===== config.mk =====
export PLATFORM = sky130hd
export DESIGN_NAME = ftdi_fifo_responder
export DESIGN_NICKNAME = d
export VERILOG_FILES = /design/src/rtl/ftdi_fifo_responder_pkg.sv /design/src/rtl/ftdi_fifo_responder_fifo.sv /design/src/rtl/ftdi_fifo_responder.sv
export SDC_FILE = /design/constraint.sdc
export NUM_CORES = 1
export LEC_CHECK = 0
export BUFFER_PORTS_ARGS = -buffer_cell sky130_fd_sc_hd__buf_2
export CAP_MARGIN = 30
export CORE_UTILIZATION = 57
export CTS_CLUSTER_SIZE = 30
export DETAILED_ROUTE_END_ITERATION = 8
export GPL_TIMING_DRIVEN = 0
export PLACE_DENSITY = 0.84
export SYNTH_ARGS = -nofsm -noshare
export SYNTH_HDL_FRONTEND = slang
export SYNTH_SLANG_ARGS = --single-unit

===== constraint.sdc =====
create_clock -name i_clock -period 3.8 [get_ports i_clock]
set_input_delay 0.76 -clock i_clock [delete_from_list [all_inputs] [get_ports i_clock]]
set_output_delay 0.76 -clock i_clock [all_outputs]
set_load 0.01 [all_outputs]

===== src/rtl/ftdi_fifo_responder_pkg.sv =====
// Shared types and constants for the FTDI 245-FIFO responder and the host interface.
package ftdi_pkg;

  localparam int BYTE_W = 8;

  // Strobes (rd/wr) are active low on the FT232H pins.
  localparam logic STROBE_ACTIVE = 1'b0;
  localparam logic STROBE_IDLE   = 1'b1;

  typedef enum logic [1:0] {
    IDLE  = 2'd0,
    READ  = 2'd1,
    WRITE = 2'd2,
    GAP   = 2'd3
  } ftdi_resp_state_t;

endpackage


===== src/rtl/ftdi_fifo_responder_fifo.sv =====
// Synchronous show-ahead FIFO; full/empty derive from the occupancy count.
module byte_fifo #(
  parameter int DEPTH = 16,
  parameter int WIDTH = 8
) (
  input  logic                       i_clock,
  input  logic                       i_reset,
  input  logic                       i_clear,
  input  logic                       i_push,
  input  logic                       i_pop,
  input  logic [WIDTH-1:0]           i_din,
  output logic [WIDTH-1:0]           o_dout,
  output logic                       o_full,
  output logic                       o_empty,
  output logic [$clog2(DEPTH):0]     o_count
);

  localparam int PTR_W = $clog2(DEPTH);
  localparam int CNT_W = PTR_W + 1;

  logic [WIDTH-1:0] r_mem [DEPTH];
  logic [PTR_W-1:0] r_wr_ptr;
  logic [PTR_W-1:0] r_rd_ptr;
  logic [CNT_W-1:0] r_count;
  logic             w_push;
  logic             w_pop;

  assign o_full  = (r_count == CNT_W'(DEPTH));
  assign o_empty = (r_count == '0);
  assign o_count = r_count;
  assign o_dout  = r_mem[r_rd_ptr];

  assign w_push = i_push & ~o_full;
  assign w_pop  = i_pop & ~o_empty;

  always_ff @(posedge i_clock) begin
    if (i_reset || i_clear) begin
      r_wr_ptr <= '0;
      r_rd_ptr <= '0;
      r_count  <= '0;
    end else begin
      if (w_push) r_wr_ptr <= r_wr_ptr + 1'b1;
      if (w_pop)  r_rd_ptr <= r_rd_ptr + 1'b1;
      // Simultaneous push and pop leave the occupancy unchanged.
      if (w_push && !w_pop)      r_count <= r_count + 1'b1;
      else if (w_pop && !w_push) r_count <= r_count - 1'b1;
    end
  end

  always_ff @(posedge i_clock) begin
    if (w_push) r_mem[r_wr_ptr] <= i_din;
  end

endmodule


===== src/rtl/ftdi_fifo_responder.sv =====
// FTDI-side stand-in for the FT232H async 245 FIFO: answers host rd/wr strobes
// from a usb_tx queue and stores host writes in a usb_rx queue.
module ftdi_fifo_responder
  import ftdi_pkg::*;
#(
  parameter int DEPTH      = 16,
  parameter int GAP_CYCLES = 2
) (
  input  logic                   i_clock,
  input  logic                   i_reset,
  input  logic                   i_clear,
  input  logic                   i_ftdi_rd,
  input  logic                   i_ftdi_wr,
  input  logic [BYTE_W-1:0]      i_adbus_in,
  output logic                   o_rxf,
  output logic                   o_txe,
  output logic [BYTE_W-1:0]      o_adbus_out,
  output logic                   o_adbus_oe,
  input  logic                   i_usb_push,
  input  logic [BYTE_W-1:0]      i_usb_data,
  output logic                   o_usb_full,
  input  logic                   i_usb_pop,
  output logic [BYTE_W-1:0]      o_usb_q,
  output logic                   o_usb_empty,
  output logic [$clog2(DEPTH):0] o_tx_count,
  output logic [$clog2(DEPTH):0] o_rx_count,
  output logic                   o_proto_err
);

  localparam int GAP_W = (GAP_CYCLES > 1) ? $clog2(GAP_CYCLES) : 1;

  ftdi_resp_state_t r_state;
  ftdi_resp_state_t w_state_nxt;

  logic              r_rd_q;
  logic              r_wr_q;
  logic [BYTE_W-1:0] r_adbus_out;
  logic [BYTE_W-1:0] r_wr_byte;
  logic              r_wr_discard;
  logic [GAP_W-1:0]  r_gap_cnt;
  logic              r_proto_err;

  logic              w_rd_fall;
  logic              w_rd_rise;
  logic              w_wr_fall;
  logic              w_wr_rise;
  logic              w_tx_pop;
  logic              w_rx_push;
  logic [BYTE_W-1:0] w_tx_dout;
  logic              w_tx_full;
  logic              w_tx_empty;
  logic              w_rx_full;
  logic              w_violation;

  assign w_rd_fall = (r_rd_q == STROBE_IDLE)   && (i_ftdi_rd == STROBE_ACTIVE);
  assign w_rd_rise = (r_rd_q == STROBE_ACTIVE) && (i_ftdi_rd == STROBE_IDLE);
  assign w_wr_fall = (r_wr_q == STROBE_IDLE)   && (i_ftdi_wr == STROBE_ACTIVE);
  assign w_wr_rise = (r_wr_q == STROBE_ACTIVE) && (i_ftdi_wr == STROBE_IDLE);

  byte_fifo #(.DEPTH(DEPTH), .WIDTH(BYTE_W)) u_usb_tx (
    .i_clock (i_clock),
    .i_reset (i_reset),
    .i_clear (i_clear),
    .i_push  (i_usb_push),
    .i_pop   (w_tx_pop),
    .i_din   (i_usb_data),
    .o_dout  (w_tx_dout),
    .o_full  (w_tx_full),
    .o_empty (w_tx_empty),
    .o_count (o_tx_count)
  );

  byte_fifo #(.DEPTH(DEPTH), .WIDTH(BYTE_W)) u_usb_rx (
    .i_clock (i_clock),
    .i_reset (i_reset),
    .i_clear (i_clear),
    .i_push  (w_rx_push),
    .i_pop   (i_usb_pop),
    .i_din   (r_wr_byte),
    .o_dout  (o_usb_q),
    .o_full  (w_rx_full),
    .o_empty (o_usb_empty),
    .o_count (o_rx_count)
  );

  assign o_usb_full  = w_tx_full;
  assign o_adbus_out = r_adbus_out;
  assign o_proto_err = r_proto_err;

  always_comb begin
    w_state_nxt = r_state;
    w_tx_pop    = 1'b0;
    w_rx_push   = 1'b0;
    o_rxf       = 1'b1;
    o_txe       = 1'b1;
    o_adbus_oe  = 1'b0;
    case (r_state)
      IDLE: begin
        o_rxf = w_tx_empty;
        o_txe = w_rx_full;
        if (w_rd_fall) begin
          w_state_nxt = READ;
          w_tx_pop    = ~w_tx_empty;
        end else if (w_wr_fall) begin
          w_state_nxt = WRITE;
        end
      end
      READ: begin
        o_adbus_oe = 1'b1;
        if (w_rd_rise) w_state_nxt = GAP;
      end
      WRITE: begin
        if (w_wr_rise) begin
          w_state_nxt = GAP;
          w_rx_push   = ~r_wr_discard;
        end
      end
      GAP: begin
        if (r_gap_cnt == '0) w_state_nxt = IDLE;
      end
      default: w_state_nxt = IDLE;
    endcase
    if (i_reset) begin
      o_rxf      = 1'b1;
      o_txe      = 1'b1;
      o_adbus_oe = 1'b0;
      w_tx_pop   = 1'b0;
      w_rx_push  = 1'b0;
    end
  end

  assign w_violation = ((r_state == IDLE) && w_rd_fall && w_tx_empty)
                     | ((r_state == IDLE) && !w_rd_fall && w_wr_fall && w_rx_full)
                     | ((r_state == GAP) && (w_rd_fall || w_wr_fall))
                     | ((i_ftdi_rd == STROBE_ACTIVE) && (i_ftdi_wr == STROBE_ACTIVE));

  // Edge detectors keep tracking the pins through clear so a strobe already low
  // when clear lands is not mistaken for a new fall.
  always_ff @(posedge i_clock) begin
    if (i_reset) begin
      r_state      <= IDLE;
      r_rd_q       <= STROBE_IDLE;
      r_wr_q       <= STROBE_IDLE;
      r_adbus_out  <= '0;
      r_wr_byte    <= '0;
      r_wr_discard <= 1'b0;
      r_gap_cnt    <= '0;
      r_proto_err  <= 1'b0;
    end else begin
      r_rd_q <= i_ftdi_rd;
      r_wr_q <= i_ftdi_wr;
      if (w_violation) r_proto_err <= 1'b1;
      if (i_clear) begin
        r_state      <= IDLE;
        r_adbus_out  <= '0;
        r_wr_byte    <= '0;
        r_wr_discard <= 1'b0;
        r_gap_cnt    <= '0;
      end else begin
        r_state <= w_state_nxt;
        if ((r_state == IDLE) && w_rd_fall)
          r_adbus_out <= w_tx_empty ? '0 : w_tx_dout;
        if ((i_ftdi_wr == STROBE_ACTIVE) &&
            ((r_state == WRITE) || ((r_state == IDLE) && w_wr_fall && !w_rd_fall)))
          r_wr_byte <= i_adbus_in;
        if ((r_state == IDLE) && w_wr_fall && !w_rd_fall)
          r_wr_discard <= w_rx_full;
        if ((r_state != GAP) && (w_state_nxt == GAP))
          r_gap_cnt <= GAP_W'(GAP_CYCLES - 1);
        else if ((r_state == GAP) && (r_gap_cnt != '0))
          r_gap_cnt <= r_gap_cnt - 1'b1;
      end
    end
  end

endmodule

# == After elaboration in Yosys (flattened, before gate mapping) ==
# Memory sizes are Yosys's and may differ from the RTL's. A register that Yosys moved wholly into a read port is not among the register bits.
# Cells that the tools add are included.
# totals
reg_bits,49
ramBits,256
output_inout_bits,32
wordCells,116
memories,2
# memory_table
name,words,word_bits,read_ports,rd_clocked_by_memory_dff,write_ports,line_no,text
u_usb_rx.r_mem,16,8,1,1,1,ftdi_fifo_responder_fifo.sv:21,logic [WIDTH-1:0] r_mem [DEPTH];
u_usb_tx.r_mem,16,8,1,1,1,ftdi_fifo_responder_fifo.sv:21,
# classes
addsub,9
eq_ne,7
muxes,33
bitwise,16
reduce_logical,35
# ops
cell,n
$logic_and 1x1->1,20
$mux 5,4
$mux 1,18
$add 4x1->4 const B,4
$mux 4,4
$add 5x1->5 const B,2
$eq 5x5->1 const B,2
$logic_not 5->1,2
$mux 2,5
$sub 5x1->5 const B,2
$not 1->1,9
$mux 8,1
$pmux 2 s4,1
$eq 2x2->1 const B,3
$reduce_bool 2->1,3
$logic_not 1->1,5
$and 1x1->1,4
$logic_or 1x1->1,3
$or 1x1->1,3
$eq 2x1->1 const B,1
$logic_not 2->1,1
$ne 2x2->1 const B,1
$reduce_or 2->1,1
$sub 1x1->1 const B,1

# == Depth between registers and ports, before layout ==
# Gate-level depths: netlist of the first run.
# depth
ltp_word,10
depth_mapped,12

# == Cells and area by module ==
# From an unflattened synthesis of the first run, not the netlist that was laid out.
# hier_totals
cells_unflattened,743
hier_area_um2,12552.0
# by_module_without_submodules
mod,n_inst,cells_each,area_each_um2
byte_fifo at u_usb_tx,1,313,5789.3
byte_fifo at u_usb_rx,1,310,5723.0
ftdi_fifo_responder,1,120,1039.7

# == Least setup slack after synthesis of the first run ==
# No wires, ideal clock.
# synth_path
kind,in2reg
from,input port i_ftdi_rd
to,register u_usb_tx.r_count[4] (netlist: u_usb_tx.o_count[4])
setup_ns,0.058
arrival_ns,3.137
path_slack_ns,0.606
cell_stages,11
n_path_buf,0
path_cell_list,nor4b_4 -> o21ai_2 -> or2_2 -> ha_1 -> inv_1 -> ha_1 -> nor2b_1 -> o21a_1 -> or4_1 -> a211oi_1 -> a31o_2
# synth_via
elab_chain_cells,9
word_cells_on_any_way,11
cone_classes,mux (4); bitwise (2); reduce/logical (5)
# synth_lines
element,line_no,text
start: declaration,ftdi_fifo_responder.sv:12,"input logic i_ftdi_rd,"
$not 1->1 (*),ftdi_fifo_responder.sv:55,assign w_rd_fall = (r_rd_q == STROBE_IDLE) && (i_ftdi_rd == STROBE_ACTIVE);
$logic_and 1x1->1 (*),ftdi_fifo_responder.sv:55,
$mux 1 (*),ftdi_fifo_responder.sv:101,if (w_rd_fall) begin
$mux 1 (*),ftdi_fifo_responder.sv:97,case (r_state)
$mux 1 (*),ftdi_fifo_responder.sv:123,if (i_reset) begin
$and 1x1->1 (*),ftdi_fifo_responder_fifo.sv:34,assign w_pop = i_pop & ~o_empty;
$logic_not 1->1,ftdi_fifo_responder_fifo.sv:45,if (w_push && !w_pop) r_count <= r_count + 1'b1;
$logic_and 1x1->1,ftdi_fifo_responder_fifo.sv:45,
$mux 5 or $reduce_bool 2->1 (tied branches),-,
end signal: assignment,ftdi_fifo_responder_fifo.sv:45,
end signal: assignment,ftdi_fifo_responder_fifo.sv:46,else if (w_pop && !w_push) r_count <= r_count - 1'b1;
end: declaration,ftdi_fifo_responder_fifo.sv:24,logic [CNT_W-1:0] r_count;
# Every way passes the cells marked *; elsewhere a longest branch is shown, timed or not.
# A chain may end at the register's enable or synchronous reset.

==> results.toml, run 1 <==
[run_status]
status = "completed"

[worst_setup_path]
arrival_ps = 2650
cp_cell_sequence = "buf_2 -> buf_2 -> mux4_2 -> mux4_2 -> buf_2"
critical_path_class = "flip-flop to output port"
critPathCaptureType = "output port"
crit_slowest_cell = "mux4_2"
critPathMostFrequentCell = "buf_2"
crit_fanout = 10
start_kind = "flip-flop"
critPathRequiredTime_ps = 3040
slowest_delay_ps = 600

[final_layout]
fin_util = 0.659
layout_commonest_cell = "edfxtp_1"
drive_gt1_frac = 0.247
final_nets = 826
final_cell_mix = "edfxtp_1 (256), nor2_1 (80), mux4_2 (72)"
n_antenna_cell = 0
area_growth_pct = 12.7

[placement]
dpl.hpwl_mm = 16.4
gp_congestion = 0.865
port_buffers = 54

[floorplan]
start_util = 0.584
io_pins = 55
fp-row-count = 53
dieArea_sq_mm = 0.0222
core-area_sq_mm = 0.0211
dieHeight_microns = 149
die_x_microns = 149

[clocking]
cts_resized = 0
post_cts_buffers = 0
cts.clk_slew.worst_paths_ps = 60
clk_path_buf_depth = 3
postCtsHoldBufs = 0
tritoncts = "yes"
cts_sinks = 313
cts_buffers = 30
h-tree-depth = 1
cts-root-buf = "clkbuf_16"
clk_latency_ps = 540

[timing]
slew_viol_final = 0
finalCriticalPeriod_ps = 3410
finalHoldViolCount = 0
worst_slew_pin_slew_ps = 860
fmax_ghz = 0.293
rsz0062_at_grt = "no"
fin_skew_ps = 7.72
setup_viol = 0
tns_ps = 0
slew_headroom = 0.425
min_period_over_period = 0.897

[synthesis]
ys_seq_area_frac = 0.716
ys.flop_type = "edfxtp_1"
synth_area_sq_mm = 0.0123
ys_seq_elements = 313
synth_cell_types = 45
synth_fp_nets = 732
synthCells = 689
postSynthAreaPerCell_sq_um = 17.9
synth_warnings = 0
async_flop_share = 0
synth-edff-count = 256

[routing]
wl_mm = 24.8
wl_per_cell_microns = 22.9
first_pass_iters = 5
drt_iter0_markers = 397
num_vias = 6396
ant_nets = 0
vias_per_cell = 5.92
post-route-drc-count = 0

[hold_path]
min_path_type = "input port to flip-flop"

[power]
leakage_uw = 0.00478
irDropWorstVdd_v = 0.000433
p_per_area_mw_per_mm2 = 483
power_uw = 6720

[global_route]
grt_pass1_wl_mm = 38.1
grt_pass1_vias = 6690
grt_max_degree = 18
grt_usage = 0.233
gr-total-overflow = 0
antenna_found_initial = 0

[run]
max_cap_viol_count = 0
## critical path, delay by kind of cell, from the launching register on
kind / cells / cell delay (ps)
mux: 2 / 1110
buf+inv: 3 / 680
flops: 1 / 320
## through the flow
step / setup slack [ps] / instances / hold slack [ps] / instance area, sq um
after CTS: 358 / 1081 / 449 / 13900
after detailed placement: 252 / 1026 / 461 / 13000
after floorplan: 606 / 689 / 468 / 12300
after global placement: 281 / 1018 / 469 / 12900
after global routing: 280 / 1081 / 459 / 13900
final: 392 / 1081 / 459 / 13900
## report_power, final
| part | total, uW | internal (uW) | leakage, uW | switching (uW) |
|---|---|---|---|---|
| Combinational | 235 | 92.5 | 0.00141 | 143 |
| Sequential | 3750 | 3720 | 0.00292 | 28.1 |
| Clock | 2730 | 1510 | 0.000445 | 1220 |
## cell usage after synthesis (3+ instances only)
cell	instances	area, sq um
inv_1	12	45.0
nand2b_1	5	31.3
buf_1	6	22.5
o21ai_1	8	40.0
a31oi_1	3	18.8
edfxtp_1	256	7690
nor3_1	12	60.1
dfxtp_1	57	1140
xnor2_1	6	52.6
or2_2	4	25.0
a21oi_1	20	100
nor2b_1	3	18.8
buf_2	12	60.1
ha_1	18	225
nand4_1	3	18.8
nand2_1	17	63.8
or4_1	3	22.5
xor2_1	12	105
o21a_1	3	22.5
nand3_1	5	25.0
o21ai_0	3	15.0
nor2_1	80	300
mux2i_1	26	260
mux4_2	72	1620
a21o_1	3	22.5
clkbuf_1	16	60.1
## sequential cells by signal (all words and copies together) (netlist names), named ones only
| name | cells |
|---|---|
| o_adbus_out | 8 |
| r_wr_byte | 8 |
| r_rd_q | 1 |
| r_wr_q | 1 |
| u_usb_rx.o_count | 5 |
| u_usb_rx.r_wr_ptr | 4 |
| u_usb_tx.o_count | 5 |
| u_usb_tx.r_rd_ptr | 4 |
| o_proto_err | 1 |
| u_usb_rx.r_rd_ptr | 4 |
| u_usb_tx.r_wr_ptr | 4 |
| r_state | 2 |
| r_gap_cnt | 1 |
| r_wr_discard | 1 |
| u_usb_tx.r_mem | 128 |
| u_usb_rx.r_mem | 128 |
## kinds of logic after synthesis
family	share of synthesized area
xor gates and xnor gates	0.0128
AOI/OAI and AO/OA	0.0276
muxes	0.153
and+or+nand+nor	0.0531
DFF	0.716
adders and majority gates	0.0215
buffers and inverters	0.0158
## layout make-up
| type | instances | area [sq um] |
|---|---|---|
| inverter | 12 | 45.0 |
| buffer | 35 | 150 |
| timing repair buffer | 62 | 323 |
| sequential | 313 | 8830 |
| clock buffer | 34 | 766 |
| clock inverter | 21 | 138 |
| tap | 275 | 344 |
| fill | 1378 | 7190 |
| multi-input combinational | 329 | 3300 |
## final timing paths
check,slack (ps),start,depth (start not counted),endpoint
hold reg to reg,480,o_adbus_out[4],2,o_adbus_out[4]
hold / removal,460,i_adbus_in[5],3,r_wr_byte[5]
setup reg to reg,540,u_usb_tx.o_count[0],11,u_usb_tx.o_count[4]
setup / recovery,390,flip-flop,5,o_usb_q[0]
## metal layers
| metal | wire, microns | track usage | vias to the layer above |
|---|---|---|---|
| met3 | 1220 | 0.0330 | 50 |
| met2 | 13500 | 0.430 | 202 |
| met5 | 0 | 0 | - |
| li1 | - | - | 2883 |
| met1 | 9220 | 0.279 | 3261 |
| met4 | 845 | 0.0827 | 0 |
Power figures use the tool's default switching activity.
==> run 2, diff against run 1 <==
- CTS_BUF_LIST: default -> sky130_fd_sc_hd__clkbuf_8
- clock period: 3.8 -> 4.1 ns (I/O delays scaled with it)
==> run 2 against run 1 <==
Clock-buffer cell count increased by 18; die area did not move; cell area up 0.18%; global-route usage shrank 0.76 points; non-clock buffer count did not move; clock power shrank 10%; flip-flop and latch count stayed put; sequential share of layout area fell by 0.11 points; clock skew up 29 ps; utilization rose by 0.12 points; setup slack better by 230 ps; routed wire length fell by 4.2%.
==> results.toml, run 2 (synthesis results as in run 1) <==
[timing]
slew_viol_final = 0
fmax_ghz = 0.288
slew_headroom = 0.430
fin_skew_ps = 36.6
min_period_over_period = 0.848
tns_ps = 0
setup_viol = 0
worst_slew_pin_slew_ps = 851
finalCriticalPeriod_ps = 3480
finalHoldViolCount = 0
rsz0062_at_grt = "no"

[final_layout]
n_antenna_cell = 0
layout_commonest_cell = "edfxtp_1"
layout.cell_area.non_filler_sq_mm = 0.0139
top_regs = "u_usb_rx.r_mem: 128 flops, u_usb_tx.r_mem: 128 flops"
area_growth_pct = 12.9
final_cell_mix = "edfxtp_1 (256), nor2_1 (80), mux4_2 (72)"
drive_gt1_frac = 0.263
final_nets = 844

[worst_setup_path]
arrival_ps = 2660
critPathCaptureType = "output port"
start_kind = "flip-flop"
reg2reg_setup_slack_ps = 840
crit_fanout = 10
r2r_end = "u_usb_tx.o_count[4]"
r2r_cells = 11
critPathRequiredTime_ps = 3280
critical_path_class = "flip-flop to output port"
r2r-start = "u_usb_tx.o_count[0]"

[clocking]
cts_sinks = 313
post_cts_buffers = 0
tritoncts = "yes"
cts-root-buf = "clkbuf_8"
clk_path_buf_depth = 3
cts_resized = 0
h-tree-depth = 2
clk_latency_ps = 570
cts_buffers = 48
postCtsHoldBufs = 0
cts.clk_slew.worst_paths_ps = 60

[power]
power_uw = 6140
leakage_uw = 0.00485
p_per_area_mw_per_mm2 = 441
power_frac_seq = 0.566
clockPowerShare = 0.399
p_comb_frac = 0.036
switching_share = 0.212
internal-power_uw = 4840
p_switching_uw = 1300
irDropWorstVdd_v = 0.000302

[global_route]
gr-total-overflow = 0
grt_pass1_vias = 6777
grt_usage = 0.226
antenna_found_initial = 0
grt_pass1_wl_mm = 37.0
grt_max_degree = 18

[hold_path]
hold_path_depth = 2
hold_path.startpoint = "o_adbus_out[4]"
min_path_type = "flip-flop to flip-flop"
holdPathEnd = "o_adbus_out[4]"

[routing]
wl_mm = 23.7
wl_per_cell_microns = 21.3
ant_nets = 0
vias_per_cell = 5.77
drt_iter0_markers = 389
num_vias = 6418
first_pass_iters = 5
post-route-drc-count = 0

[floorplan]
fp-row-count = 53
dieArea_sq_mm = 0.0222
dieHeight_microns = 149
core-area_sq_mm = 0.0211
io_pins = 55
start_util = 0.584
die_x_microns = 149

[placement]
gp_congestion = 0.865
dpl.hpwl_mm = 16.4
place_area_sq_mm = 0.0130
port_buffers = 54

[run]
max_cap_viol_count = 0

[run_status]
status = "completed"
## run 2: power by group through the flow
stage               Clock [uW]  Sequential [uW]  Combinational, uW
CTS                       2490             3470                218
floorplan                    0             3540                134
global placement             0             3540                205
global route              2620             3480                238
finish                    2450             3470                218
detailed placement           0             3540                217
## run 2: final cells by class
class,count,area (sq um)
plain buffers,35,150
clock buffers,52,716
clock inverters,35,213
fillers,1364,7170
inverters,12,45.0
multi-input cells,329,3300
flip-flops and latches,313,8830
well taps,275,344
repair buffers,62,323
## run 2: stage by stage
step	instances	hold WS [ps]	util	worst slack, ps
after CTS	1113	475	0.660	576
after global placement	1018	469	0.614	521
after floorplan	689	468	-	846
after detailed placement	1026	461	0.616	492
after global routing	1113	494	0.660	491
final	1113	485	0.660	623
## run 2: routing by layer
metal / wire length (microns) / track usage
met5: 0 / 0
met2: 12800 / 0.407
met3: 1110 / 0.0407
met1: 9110 / 0.269
met4: 674 / 0.0883
## run 2: how the worst max path moves through the flow
| stage | start | end | cells after the start |
|---|---|---|---|
| 2_1_floorplan | i_ftdi_rd | u_usb_tx.o_count[4] | 11 |
| 3_3_place_gp | i_ftdi_rd | u_usb_tx.o_count[4] | 12 |
| 3_5_place_dp | i_ftdi_rd | u_usb_tx.o_count[4] | 12 |
| 4_1_cts | flip-flop | o_usb_q[5] | 5 |
| 5_1_grt | flip-flop | o_usb_q[3] | 5 |
| 6_report | flip-flop | o_usb_q[5] | 5 |
## run 2: critical path, cell delays in order, from the launching register on
cell and delay, ps:
dfxtp_1 320, buf_2 170, buf_2 350, mux4_2 590
mux4_2 500, buf_2 160
==> run 3, diff against run 2 <==
- clock period: 4.1 -> 3.2 ns (I/O delays scaled with it)
==> run 3 against run 2 <==
Routed wire length rose by 0.40%; final cell count is 0.27% higher; clock skew is essentially flat; largest cell class unchanged; critical path type unchanged; clock-buffer cell count stayed put.
==> results.toml, run 3 (synthesis results as in run 1) <==
[power]
leakage_uw = 0.00490
p_per_area_mw_per_mm2 = 563
irDropWorstVdd_v = 0.000385

[timing]
min_period_over_period = 0.970
setup_viol = 0
worst_slew_pin_slew_ps = 840
finalHoldViolCount = 0
slew_viol_final = 0
finalCriticalPeriod_ps = 3110
slew_headroom = 0.438
rsz0062_at_grt = "no"
holdWs_ps = 321
fin_skew_ps = 36.8
fmax_ghz = 0.322
fin_ws_ps = 94.5

[global_route]
grt_usage = 0.226
grt_max_degree = 18
antenna_found_initial = 0
grt_pass1_vias = 6779
grt_pass1_wl_mm = 37.0
gr-total-overflow = 0

[floorplan]
start_util = 0.584
dieHeight_microns = 149
die_x_microns = 149
fp-row-count = 53
io_pins = 55
dieArea_sq_mm = 0.0222
core-area_sq_mm = 0.0211

[worst_setup_path]
r2r-start = "u_usb_tx.o_count[1]"
reg2reg_setup_slack_ps = 180
start_kind = "flip-flop"
critPathCaptureType = "output port"
crit_buf_inv = 3
r2r_end = "u_usb_tx.o_count[4]"
critPathMostFrequentCell = "mux4_2"
arrival_ps = 2470
r2r_cells = 11
critical_path_class = "flip-flop to output port"
crit_fanout = 10
slowest_delay_ps = 540
critPathRequiredTime_ps = 2560
crit_slowest_cell = "mux4_2"
cp_cell_sequence = "clkbuf_4 -> buf_12 -> mux4_2 -> mux4_2 -> buf_2"
crit_family = "multiplexers"

[clocking]
tritoncts = "yes"
clk_latency_ps = 570
cts_sinks = 313
postCtsHoldBufs = 0
clk_path_buf_depth = 3
cts-root-buf = "clkbuf_8"
cts_buffers = 48
cts.clk_slew.worst_paths_ps = 60
h-tree-depth = 2

[hold_path]
hold_path_depth = 3
hold_path.startpoint = "i_adbus_in[0]"
holdPathEnd = "r_wr_byte[0]"
min_path_type = "input port to flip-flop"

[run_status]
status = "completed"

[final_layout]
fin_util = 0.663
final_cell_mix = "edfxtp_1 (256), nor2_1 (80), mux4_2 (72)"
n_antenna_cell = 0
area_growth_pct = 13.5
fill_cells = 1353
layout_commonest_cell = "edfxtp_1"
drive_gt1_frac = 0.271
top_regs = "u_usb_rx.r_mem: 128 flops, u_usb_tx.r_mem: 128 flops"
final_nets = 847

[routing]
num_vias = 6439
vias_per_cell = 5.77
post-route-drc-count = 0
wl_mm = 23.8
wl_per_cell_microns = 21.3
ant_nets = 0
first_pass_iters = 5
drt_iter0_markers = 417

[run]
max_cap_viol_count = 0

[placement]
gp_congestion = 0.865
port_buffers = 54
dpl.hpwl_mm = 16.4
place_ws_ps = -228
-- run 3: area by class of cell --
type,count,area (sq um),share of cell area
Sequential cell,313,8830,0.631
Multi-Input combinational cell,329,3310,0.237
Clock buffer,52,716,0.0512
Timing Repair Buffer,65,345,0.0247
Tap cell,275,344,0.0246
Clock inverter,35,213,0.0152
Buffer,35,188,0.0134
Inverter,12,45.0,0.00322
-- run 3: metrics by stage --
stage / TNS (ps) / instance area [sq um] / instances / total power, uW
final: 0 / 14000 / 1116 / 7880
after global routing: 0 / 14000 / 1116 / 8130
after CTS: 0 / 14000 / 1113 / 7920
after detailed placement: -442 / 13000 / 1026 / 4810
after global placement: -630 / 12900 / 1018 / 4790
after floorplan: 0 / 12300 / 689 / 4700
-- run 3: how the worst max path moves through the flow --
stage	cells after the start	from	slack (ps)	end
after floorplan	11	i_ftdi_rd	130	u_usb_tx.o_count[4]
after global placement	12	i_ftdi_rd	-200	u_usb_tx.o_count[4]
after detailed placement	12	i_ftdi_rd	-230	u_usb_tx.o_count[4]
after CTS	5	flip-flop	10	o_usb_q[5]
after global routing	5	flip-flop	6	o_usb_q[0]
final	5	flip-flop	90	o_usb_q[5]
-- run 3: routing by layer --
metal / global-route usage / part of all wire
met4: 0.0883 / 0.027
met3: 0.0407 / 0.053
met1: 0.269 / 0.38
met2: 0.406 / 0.54
met5: 0 / 0
-- run 3: power by group --
group	internal [uW]	switching, uW	total [uW]
sequential	4420	33.1	4450
clock	1670	1470	3140
combinational	118	171	289
-- run 3: what timing repair did --
action | 4_1_cts | 5_1_grt
endpoints found under the setup margin | 9 | 10
setup buffers | 0 | 3
gates resized for setup | 11 | 5
pin swaps | 0 | 4
-- run 3: worst min-delay path: stages --
cell and delay, ps:
buf_2 80, mux2i_1 50, nor2_1 70
